`src/rtl/brightness_gain_sched.sv`:
```
// Frame-synchronous gain scheduler: debounces the detector's gain request and ramps freq_flag_out one code per step.
// Define BRIGHTNESS_DECAY_EN for a slower downward ramp (DECAY_FRAMES per step) than upward (RAMP_FRAMES).
module brightness_gain_sched #(
  parameter int HOLD_FRAMES  = 4,
  parameter int RAMP_FRAMES  = 2,
  parameter int DECAY_FRAMES = 8
) (
  input  logic       clk,
  input  logic       reset_n,
  input  logic [2:0] freq_flag_in,
  input  logic       flag_valid,
  input  logic       frame_start,
  input  logic       bypass,
  output logic [2:0] freq_flag_out,
  output logic       gain_busy,
  output logic       gain_update
);

  localparam int MAX_HR = (HOLD_FRAMES > RAMP_FRAMES) ? HOLD_FRAMES : RAMP_FRAMES;
  localparam int MAX_F  = (MAX_HR > DECAY_FRAMES) ? MAX_HR : DECAY_FRAMES;
  localparam int CW     = (MAX_F > 1) ? $clog2(MAX_F) : 1;

  localparam logic [CW-1:0] HOLD_M1 = CW'(HOLD_FRAMES - 1);
  localparam logic [CW-1:0] RAMP_M1 = CW'(RAMP_FRAMES - 1);
`ifdef BRIGHTNESS_DECAY_EN
  localparam logic [CW-1:0] DECAY_M1 = CW'(DECAY_FRAMES - 1);
`endif

  typedef enum logic [1:0] {IDLE, RAMP, BYPASS} state_t;

  state_t        state;
  logic [2:0]    cand;
  logic [2:0]    tgt;
  logic [CW-1:0] stab_cnt;
  logic [CW-1:0] step_cnt;

  logic          accept;
  logic [2:0]    tgt_nxt;
  logic          step_up;
  logic          step_dn;
  logic [2:0]    out_step;
  logic [CW-1:0] step_m1;

  // IDLE looks at the target being written this cycle so RAMP starts together with the new target.
  always_comb begin
    accept  = frame_start && !flag_valid && !bypass && (state != BYPASS)
              && (cand != tgt) && (stab_cnt == HOLD_M1);
    tgt_nxt = accept ? cand : tgt;
  end

  // Direction is taken fresh at every step; up/down already exclude 7/0, so steps cannot wrap.
  always_comb begin
    step_up  = (tgt > freq_flag_out);
    step_dn  = (tgt < freq_flag_out);
    out_step = freq_flag_out;
    if (step_up)
      out_step = freq_flag_out + 3'd1;
    else if (step_dn)
      out_step = freq_flag_out - 3'd1;
`ifdef BRIGHTNESS_DECAY_EN
    step_m1 = step_dn ? DECAY_M1 : RAMP_M1;
`else
    step_m1 = RAMP_M1;
`endif
  end

  assign gain_busy = (state == RAMP);

  always_ff @(posedge clk or negedge reset_n) begin
    if (!reset_n) begin
      state         <= IDLE;
      cand          <= 3'd0;
      tgt           <= 3'd0;
      stab_cnt      <= '0;
      step_cnt      <= '0;
      freq_flag_out <= 3'd0;
      gain_update   <= 1'b0;
    end else begin
      gain_update <= 1'b0;
      if (frame_start && bypass) begin
        state         <= BYPASS;
        freq_flag_out <= 3'd0;
        gain_update   <= (freq_flag_out != 3'd0);
        cand          <= 3'd0;
        tgt           <= 3'd0;
        stab_cnt      <= '0;
        step_cnt      <= '0;
      end else if (state == BYPASS) begin
        if (frame_start)
          state <= IDLE;
      end else begin
        // A measurement in a frame_start cycle takes precedence over acceptance.
        if (flag_valid) begin
          if (freq_flag_in != cand) begin
            cand     <= freq_flag_in;
            stab_cnt <= '0;
          end
        end else if (frame_start) begin
          if (cand == tgt)
            stab_cnt <= '0;
          else if (stab_cnt == HOLD_M1) begin
            tgt      <= cand;
            stab_cnt <= '0;
          end else
            stab_cnt <= stab_cnt + CW'(1);
        end

        case (state)
          IDLE: begin
            if (tgt_nxt != freq_flag_out) begin
              state    <= RAMP;
              step_cnt <= '0;
            end
          end
          RAMP: begin
            if (frame_start) begin
              if (step_cnt == step_m1) begin
                step_cnt      <= '0;
                freq_flag_out <= out_step;
                gain_update   <= (out_step != freq_flag_out);
                if (out_step == tgt)
                  state <= IDLE;
              end else
                step_cnt <= step_cnt + CW'(1);
            end
          end
          default: ;
        endcase
      end
    end
  end

endmodule

```
`config.mk`:
```
export PLATFORM = sky130hd
export DESIGN_NAME = brightness_gain_sched
export DESIGN_NICKNAME = d
export VERILOG_FILES = /design/src/rtl/brightness_gain_sched.sv
export SDC_FILE = /design/constraint.sdc
export NUM_CORES = 1
export LEC_CHECK = 0
export CORE_MARGIN = 2
export CORE_UTILIZATION = 55
export CTS_BUF_LIST = sky130_fd_sc_hd__clkbuf_8
export CTS_CLUSTER_DIAMETER = 50
export DETAILED_ROUTE_END_ITERATION = 7
export MAX_ROUTING_LAYER = met4
export PLACE_DENSITY = 0.87
export SETUP_SLACK_MARGIN = 0.05
export SYNTH_ARGS = -nofsm -noshare
export SYNTH_HDL_FRONTEND = slang
export SYNTH_SLANG_ARGS = --single-unit
```
`constraint.sdc`:
```
create_clock -name clk -period 5.1 [get_ports clk]
set_input_delay 0.765 -clock clk [delete_from_list [all_inputs] [get_ports clk]]
set_output_delay 0.765 -clock clk [all_outputs]
set_load 0.02 [all_outputs]
```
Yosys cells after proc, flatten, opt, wreduce, memory -nomap -nowiden. Cells that the tools add are included. W data, S select, Z words.

Add/subtract/negate cells: 4. Order comparisons: 2. Equality and inequality tests: 21. Muxes and demuxes: 44. Reductions and logical operators: 25.

Operators with widths (number): $mux W3 (30); $mux W2 (7); $ne A3 B3 Y1 (4); $reduce_bool A2 Y1 (6); $add A3 B1 Y3 const B (3); $reduce_bool A3 Y1 (3); $ne A4 B1 Y1 const B (2); $reduce_and A4 Y1 (2); $eq A3 B3 Y1 (2); $logic_and A1 B1 Y1 (6); $ne A2 B2 Y1 const B (3); $ne A3 B3 Y1 const B (2); $pmux W3 S2 (1); $reduce_and A3 Y1 (2); $reduce_and A6 Y1 (1); $mux W1 (5); $reduce_and A5 Y1 (1); $ne A4 B4 Y1 const B (1); $pmux W2 S2 (1); $reduce_bool A4 Y1 (1); $eq A3 B1 Y1 const B (1); $eq A3 B2 Y1 const B (1); $gt A3 B3 Y1 (1); $lt A3 B3 Y1 (1); 8 further kinds (9).

Register bits after elaboration: 18. Output and inout port bits: 5.

Depth between registers and ports, before layout. Gate-level depths: netlist of the first run.

Depth in word-level cells: 12. Gate-level depth with buffers: 9.

Least setup slack after synthesis of the first run. No wires, ideal clock.

Path kind: input to register. From: input port frame_start. To: register state[0]. Library setup time: 128 ps. Arrival time: 2401 ps. Data required time: 4972 ps. Setup slack: 2571 ps. Stages: 8. Path buffers: 2. Path through: buf_6 and2_4 buf_6 or4_1 a22oi_1 nand2_1 o22ai_2 mux2_1.

Cells in the longest elaborated chain, start to end: 9. Elaborated cells on any way between the ends: 16. Those cells by class: eq/ne: 6; mux: 2; reduce/logical: 8.

Ends and longest elaborated chain: from (decl) (line 12) `input logic frame_start,`; $logic_and A1 B1 Y1 (3 in a row) (line 46) `accept = frame_start && !flag_valid && !bypass && (state != BYPASS)`; $logic_and A1 B1 Y1 (2 in a row) (line 47) `&& (cand != tgt) && (stab_cnt == HOLD_M1);`; $mux W3 (line 48) `tgt_nxt = accept ? cand : tgt;`; $ne A3 B3 Y1 (line 110) `if (tgt_nxt != freq_flag_out) begin`; $ne A4 B4 Y1 (no source line); $reduce_and A6 Y1 (no source line); to (signal assigned) (line 71) `state <= IDLE;`; to (signal assigned) (line 111) `state <= RAMP;`; to (signal assigned) (line 122) `state <= IDLE;`; to (decl) (line 31) `state_t state;`.

Parallel ways exist; a longest one is shown, timed or not. A chain may end at the register's enable or synchronous reset.

Worst setup path in the final report of the first run. Same ends and word-level chain as after synthesis.

==> results of run 1 <==
## flip-flops by register name, indices dropped and copies added (netlist names)
signal	cells
cand	3
freq_flag_out	3
stab_cnt	3
step_cnt	3
tgt	3
state	2
gain_update	1
## metal layers
layer | track usage (%) | wire length (µm)
met1 | 30.57 | 1356
met2 | 42.46 | 1653
met3 | 3.279 | 113
met4 | 12.92 | 65
met5 | - | 0
## critical path, delay by kind of cell
family                 cells  cell delay [ns]
AO/OA/AOI/OAI              3             0.58
multiplexers               1             0.34
buffers and inverters      1             0.84
AND/OR/NAND/NOR            3             0.84
## cell families after synthesis
family | share of synthesized area, %
flops | 31.97
xor+xnor | 6.838
compound gates | 18.03
simple gates | 21.14
fa+ha+maj | 8.881
mux | 8.082
buf+inv | 5.062
## power by group through the flow
stage | Sequential [mW] | Clock, mW | Combinational, mW
2_1_floorplan | 0.232 | 0 | 0.346
3_3_place_gp | 0.233 | 0 | 0.430
3_5_place_dp | 0.237 | 0 | 0.454
4_1_cts | 0.234 | 0.119 | 0.457
5_1_grt | 0.243 | 0.126 | 0.508
6_report | 0.235 | 0.119 | 0.458
## Yosys cell counts
| cell | count |
|---|---|
| sky130_fd_sc_hd__o21ai_0 | 8 |
| sky130_fd_sc_hd__nand2_1 | 12 |
| sky130_fd_sc_hd__a2bb2oi_1 | 1 |
| sky130_fd_sc_hd__nand3b_1 | 2 |
| sky130_fd_sc_hd__and2_1 | 2 |
| sky130_fd_sc_hd__o22ai_2 | 1 |
| sky130_fd_sc_hd__ha_1 | 10 |
| sky130_fd_sc_hd__clkbuf_1 | 2 |
| sky130_fd_sc_hd__xor2_1 | 7 |
| sky130_fd_sc_hd__mux2i_1 | 8 |
| sky130_fd_sc_hd__xnor2_1 | 4 |
| sky130_fd_sc_hd__o22ai_1 | 5 |
| sky130_fd_sc_hd__mux2_1 | 1 |
| sky130_fd_sc_hd__o2111ai_1 | 1 |
| sky130_fd_sc_hd__or4_1 | 1 |
| sky130_fd_sc_hd__a22oi_1 | 1 |
| sky130_fd_sc_hd__nand3_1 | 6 |
| sky130_fd_sc_hd__nor2b_1 | 5 |
| sky130_fd_sc_hd__o211a_1 | 1 |
| sky130_fd_sc_hd__a21oi_1 | 5 |
| sky130_fd_sc_hd__a31oi_1 | 5 |
| sky130_fd_sc_hd__nor3b_1 | 1 |
| sky130_fd_sc_hd__a21o_1 | 1 |
| sky130_fd_sc_hd__a31o_2 | 2 |
| sky130_fd_sc_hd__mux2_2 | 2 |
| sky130_fd_sc_hd__o31ai_1 | 1 |
| sky130_fd_sc_hd__and2_4 | 1 |
| sky130_fd_sc_hd__nand2b_1 | 3 |
| sky130_fd_sc_hd__o311ai_2 | 1 |
| sky130_fd_sc_hd__o211ai_1 | 1 |
| sky130_fd_sc_hd__o21a_1 | 3 |
| sky130_fd_sc_hd__nor3_1 | 3 |
| sky130_fd_sc_hd__or3_1 | 3 |
| sky130_fd_sc_hd__nor4b_4 | 1 |
| sky130_fd_sc_hd__inv_1 | 11 |
| sky130_fd_sc_hd__buf_6 | 2 |
| sky130_fd_sc_hd__nor2_1 | 17 |
| sky130_fd_sc_hd__dfrtp_1 | 18 |
## per-stage QoR
step           power [mW]  setup WS [ns]  cells  util, %  cell area (µm²)
2_1_floorplan      0.5781          2.571    159        -             1409
3_3_place_gp       0.6626          1.823    197    62.59             1536
3_5_place_dp       0.6904          1.634    197    62.59             1536
4_1_cts            0.8108          1.901    201    64.83             1592
5_1_grt            0.8781          1.705    201    64.83             1592
6_report           0.8130          1.873    201    64.83             1592
## path summary, 6_finish.rpt
check | startpoint | end | slack, ns | cells after the start
hold / removal | stab_cnt[0] | stab_cnt[0] | 0.49 | 1
hold reg to reg | stab_cnt[0] | stab_cnt[0] | 0.49 | 1
setup reg to reg | state[0] | state[0] | 2.43 | 9
min in group asynchronous | reset_n | stab_cnt[1] | 0.97 | 1
setup / recovery | frame_start | state[0] | 1.87 | 8
max in group asynchronous | reset_n | step_cnt[0] | 3.62 | 1
## layout make-up
| type | instances | area, µm² | share of cell area (%) |
|---|---|---|---|
| Multi-Input combinational cell | 126 | 887.1 | 55.74 |
| Clock buffer | 4 | 55.05 | 3.459 |
| Tap cell | 30 | 37.54 | 2.358 |
| Sequential cell | 18 | 450.4 | 28.30 |
| Timing Repair Buffer | 12 | 120.1 | 7.547 |
| Inverter | 11 | 41.29 | 2.594 |
==> results list, run 1 <==
- Share of the yosys chip area belonging to registers: 31.97%
- In this run the core area contains 18 standard-cell rows.
- FF+latch count, synth: 18
* Area of the die: 2982 µm²
- # setup viols final: 0
- The critical path is of the in2reg type.
- Residual DRC: 0
* Fraction of layout instances using a drive strength above 1: 7.018%
* Startpoint kind of the worst setup timing path: primary input
* Number of antenna violations at the first check in global routing: 0
- Port bufs: 12
* Maximum frequency from static timing analysis: 309.9 MHz
- Clock Skew: 0.003768 ns
- Crit path capture type: flop
- Data arrives at the worst endpoint at approximately 3.4 ns.
- Wire length after detailed routing: 3189 µm
- On the critical path, the stage with the largest delay is an instance of sky130_fd_sc_hd__clkdlybuf4s50_1.
* Max VDD drop: 0.0003051 V
- Setup repair after global routing left no endpoint under its margin.
* CTS HTree Levels: 1
- In the final timing run, aggregate negative setup slack is 0 ns.
- Count of antenna-violating nets left after detailed routing: 0
* Overall die width: 54.61 µm
- TritonCTS built the clock tree.
- The first TritonRoute pass finished after 5 iterations.
* Most common cell after layout, fill and taps aside: sky130_fd_sc_hd__dfrtp_1
- Summing every instance area after synthesis gives 1409 µm².
- Counting the buffers created by CTS gives 3.
- Dividing the detail-routed wire length by the instance count gives 15.87 µm.
- Total track usage: ~26%
* Final worst-path cycle share: around 63%
- Clock slew seen by the registers of the worst setup and hold paths: approximately 0.070 ns
- Dividing total power by cell area gives a power density of ~510 nW/µm².
- Count of final max-slew check failures: 0
- Count of endpoints failing hold in the final timing report: 0
- From synthesis to final layout, the design area changed by 12.97%.
- Filler cell count in the final layout: 211
* Main area contributors after synthesis: sky130_fd_sc_hd__dfrtp_1 32%, sky130_fd_sc_hd__ha_1 8.9%, sky130_fd_sc_hd__mux2i_1 5.7%, sky130_fd_sc_hd__nor2_1 4.5%, sky130_fd_sc_hd__xor2_1 4.4%
- Average instance area after synthesis: 8.861 µm²
* Post-CTS Hold Buffers: 0
- Library cell occupying the most area in the post-synthesis netlist: sky130_fd_sc_hd__dfrtp_1
- Synthesis produced a netlist with a net count of 177.
- Relative contribution of sequential cells to total power: 29.0%
- The synthesized design devotes to its leading area cell type 31.97% of total area.
- Number of gates resized after CTS: 0
- The tree is rooted in a sky130_fd_sc_hd__clkbuf_8.
- Placed wire-length estimate: 2427 µm
* Antenna cells: 0
* Min cycle time layout: around 3.2 ns
- The netlist uses 38 different library cells.
- The total area inside the core boundary comes to 2455 µm².
* Number of maximum-capacitance violations: 0
- The die is 54.61 µm tall.
- The number of global-route vias before repair is about 1200.
- Post-CTS timing repair inserted 0 buffers for setup.
* Via count: approximately 1200
- Cell internal power was estimated by the tool at 459.3 µW.
- In this run the static leakage power is around 0.72 nW.
- Clock latency on the worst-skew pair, taken at its later pin, is 0.26 ns.
- Part of the power in the clock network: approximately 15%
- Along the worst path, the maximum fanout reaches 18.
- Data on the critical path is required at its endpoint by roughly 5.2 ns.
* Worst hold-check slack: a little under 0.5 ns
- In this run the power spent charging and discharging nets is around 350 µW.
- Outcome: finished, final reports clean
- The path class of the tightest hold or removal check is reg2reg.
- Max incr delay on CP: approximately 0.84 ns
- For this configuration, the core starts out at a cell density of ~57%.
* Critical path, cell by cell: clkdlybuf4s50_1 > nor2b_1 > o311ai_2 > or3_1 > o211ai_1 > nand2_1 > o22ai_2 > mux2_1
* RD Place Congestion: 0.9080
- Slew at the pin closest to its max-slew limit: 0.8155 ns
- Gate Count Post-Synth: 159
* Net count of the finished layout: 190
* Io pins: 13
* Residual overflow from global routing: 0
- The Yosys step of the flow raised 0 warnings.
* CTS sink count: 18
- Max clock buf depth: 2
- Sw Share: between 40% and 50%
* Pin count of the biggest net entering global routing: 19
* Vias per cell: approximately 6
- In the layout the commonest cells are 18 x sky130_fd_sc_hd__dfrtp_1, 17 x sky130_fd_sc_hd__nor2_1, 12 x sky130_fd_sc_hd__nand2_1, 12 x sky130_fd_sc_hd__clkdlybuf4s50_1, 11 x sky130_fd_sc_hd__inv_1.
- Share of total power in combinational logic: 56.4%
* Worst slew margin relative to its limit: 45.46%
* DRC marker count from the first detailed-route iteration: 45
- The first global-routing pass estimated ~5200 µm of wire.
Power figures use the tool's default switching activity.
==> run 2: changes to the inputs <==
- CORE_UTILIZATION: 55 -> 53
- clock period: 5.1 -> 2.85 ns (I/O delays scaled with it)
==> results list, run 2 (synthesis gave the netlist of run 1 again) <==
- The aggregate routed wire length was 3178 µm (-0.34%).
- The worst setup path is captured at a flop.
- R2R cell count: 9 (unchanged)
* Initial cell density of the core: 56.36% (-1.0 points)
* Startpoint of the worst-slack reg-to-reg timing path: freq_flag_out[1]
- DRC marker count from the first detailed-route iteration: 27 (-40%)
- The number of instances on the worst hold path was 1 (unchanged).
- Final worst-path cycle share: 90.89%
- Outcome: finished, final reports clean
- Area of the die: 3086 µm² (+3.5%)
* Number of gates resized after CTS: 0 (unchanged)
- Total track usage: 22.60% (-3.1 points)
* Overall die width: 55.56 µm (+1.7%)
- The site row count is 18 (unchanged).
* WP data required: 2.99 ns (-2.25 ns)
- The max-cap violation count was 0 (unchanged).
* CTS HTree Levels: 1 (unchanged)
- The worst path in the final design needs a cycle of 2.590 ns, including I/O delays and setup.
- Leak pwr: 0.7375 nW (+2.8%)
- The worst setup path is launched from a flop.
* Placed wire-length estimate: 2403 µm (-0.96%)
- The tree is rooted in a sky130_fd_sc_hd__clkbuf_8.
- The worst setup slack for register-to-register paths came to 0.26 ns (-2.17 ns).
- CTS sink count: 18 (unchanged)
* Residual overflow from global routing: 0 (unchanged)
- The area growth from synthesis to layout is 15.10%.
- Core region area: 2500 µm² (+1.8%)
* Total power after layout: 1.470 mW (+81%)
* Count of buffers added by post-CTS timing repair for setup: 0 (unchanged)
- The via count is 1221 (-0.97%).
- Io pins: 13 (unchanged)
- Post-DR wirelength/cell: 15.50 µm (-2.3%)
- Worst Slack Setup Final: 0.2595 ns (-1.613 ns)
- Count of final max-slew check failures: 0 (unchanged)
- Die Span Y: 55.56 µm (+1.7%)
* RD Place Congestion: 0.8848 (-2.6%)
- Vias per cell: 5.956 (-2.9%)
- The net count of the finished layout came to 194 (+2.1%).
* Max VDD drop: 0.0006256 V (+110%)
- The total negative setup slack was 0 ns (unchanged).
- TritonCTS built the clock tree.
* Filler cell count in the final layout: 200 (-5.2%)
- The arrival time of the worst setup path is 2.73 ns (-0.64 ns).
- Post-CTS Hold Buffers: 0 (unchanged)
- The largest fanout of any net on the critical path came to 8 (-10).
- The number of global-route vias before repair is 1201 (+3.3%).
* Number of antenna violations at the first check in global routing: 0 (unchanged)
- Commonest cells after routing, fill and taps aside: 18 x sky130_fd_sc_hd__dfrtp_1, 17 x sky130_fd_sc_hd__nor2_1, 12 x sky130_fd_sc_hd__nand2_1, 12 x sky130_fd_sc_hd__clkdlybuf4s50_1, 11 x sky130_fd_sc_hd__inv_1
- Worst slack at placement: 0.1454 ns (-1.488 ns)
* Antenna cells: 0 (unchanged)
- The number of setup violations in the final report was 0 (unchanged).
* Max clock buf depth: 2 (unchanged)
* Count of endpoints failing hold in the final timing report: 0 (unchanged)
* Worst Hold Launch: stab_cnt[0]
- The worst register-to-register path ends at state[0].
* Clock slew seen by the registers of the worst setup and hold paths: 0.07 ns (about the same)
- Worst slew margin relative to its limit: 46.76% (+1.3 points)
- The library cell used most frequently in the layout, excluding fill and tap cells, is sky130_fd_sc_hd__dfrtp_1.
* Count of antenna-violating nets left after detailed routing: 0 (unchanged)
- Maximum frequency from static timing analysis: 386.0 MHz
- Worst hold-check slack: 0.4846 ns (-0.006916 ns)
* Clock Skew: 0.003705 ns (-0.00006262 ns)
* Pin count of the biggest net entering global routing: 19 (unchanged)
* Wire length of the first global-routing pass: 5368 µm (+3.6%)
- Path class of the lowest-slack min-delay path: reg2reg
* Slew at the pin closest to its max-slew limit: 0.7961 ns (-0.01937 ns)
- Drt pass-1 iters: 4 (-1)
* Residual DRC: 0 (unchanged)
- The count of buffers inserted at the top-level ports was 12 (unchanged).
- Worst hold path endpoint: stab_cnt[0]
* Power Dens Cells: 906.7 nW/µm² (+78%)
* Number of CTS-inserted buffers: 3 (unchanged)
* Fraction of layout instances using a drive strength above 1: 9.143% (+2.1 points)
- Unrepaired setup endpoints after global routing: false
* Critical path type: reg2reg
- The insertion delay of the later-clocked pin in the worst-skew pair came to 0.26 ns (about the same).
-- run 2: worst max-delay path: stages, from the launching register on --
cell and delay, ns:
sky130_fd_sc_hd__dfrtp_1 0.49, sky130_fd_sc_hd__inv_1 0.16, sky130_fd_sc_hd__ha_1 0.34, sky130_fd_sc_hd__nand3_1 0.16, sky130_fd_sc_hd__mux2i_1 0.25, sky130_fd_sc_hd__mux2i_1 0.15, sky130_fd_sc_hd__xnor2_1 0.15, sky130_fd_sc_hd__nor3_1 0.30
sky130_fd_sc_hd__o22ai_2 0.15, sky130_fd_sc_hd__mux2_1 0.32
-- run 2: layout make-up --
| class | count | area, µm² | share of cell area (%) |
|---|---|---|---|
| clock buffers | 4 | 55.05 | 3.395 |
| inverters | 11 | 41.29 | 2.546 |
| multi-input cells | 126 | 887.1 | 54.71 |
| flip-flops and latches | 18 | 450.4 | 27.78 |
| well taps | 30 | 37.54 | 2.315 |
| repair buffers | 16 | 150.1 | 9.259 |
-- run 2: stage by stage --
step	util [%]	cells	cell area (µm²)
2_1_floorplan	-	159	1409
3_3_place_gp	62.66	201	1567
3_5_place_dp	62.66	201	1567
4_1_cts	64.86	205	1622
5_1_grt	64.86	205	1622
6_report	64.86	205	1622
-- run 2: how the worst max path moves through the flow --
stage | endpoint | start | slack, ns | depth (start not counted)
2_1_floorplan | state[0] | state[0] | 0.52 | 9
3_3_place_gp | state[0] | flag_valid | 0.20 | 8
3_5_place_dp | state[0] | flag_valid | 0.15 | 8
4_1_cts | state[0] | freq_flag_out[1] | 0.33 | 9
5_1_grt | state[0] | freq_flag_out[1] | 0.16 | 9
6_report | state[0] | freq_flag_out[1] | 0.26 | 9
-- run 2: per-layer routing --
metal	track usage (%)	share of wire (%)	vias up
li1	-	-	591
met1	27.66	45	584
met2	36.39	48	32
met3	3.981	4.2	14
met4	10.10	3.0	0
met5	-	0	-
-- run 2: power by group --
group	leakage [nW]	switching [mW]	internal, mW
Combinational	0.470	0.457	0.380
Clock	0.0288	0.0912	0.123
Sequential	0.239	0.0965	0.323
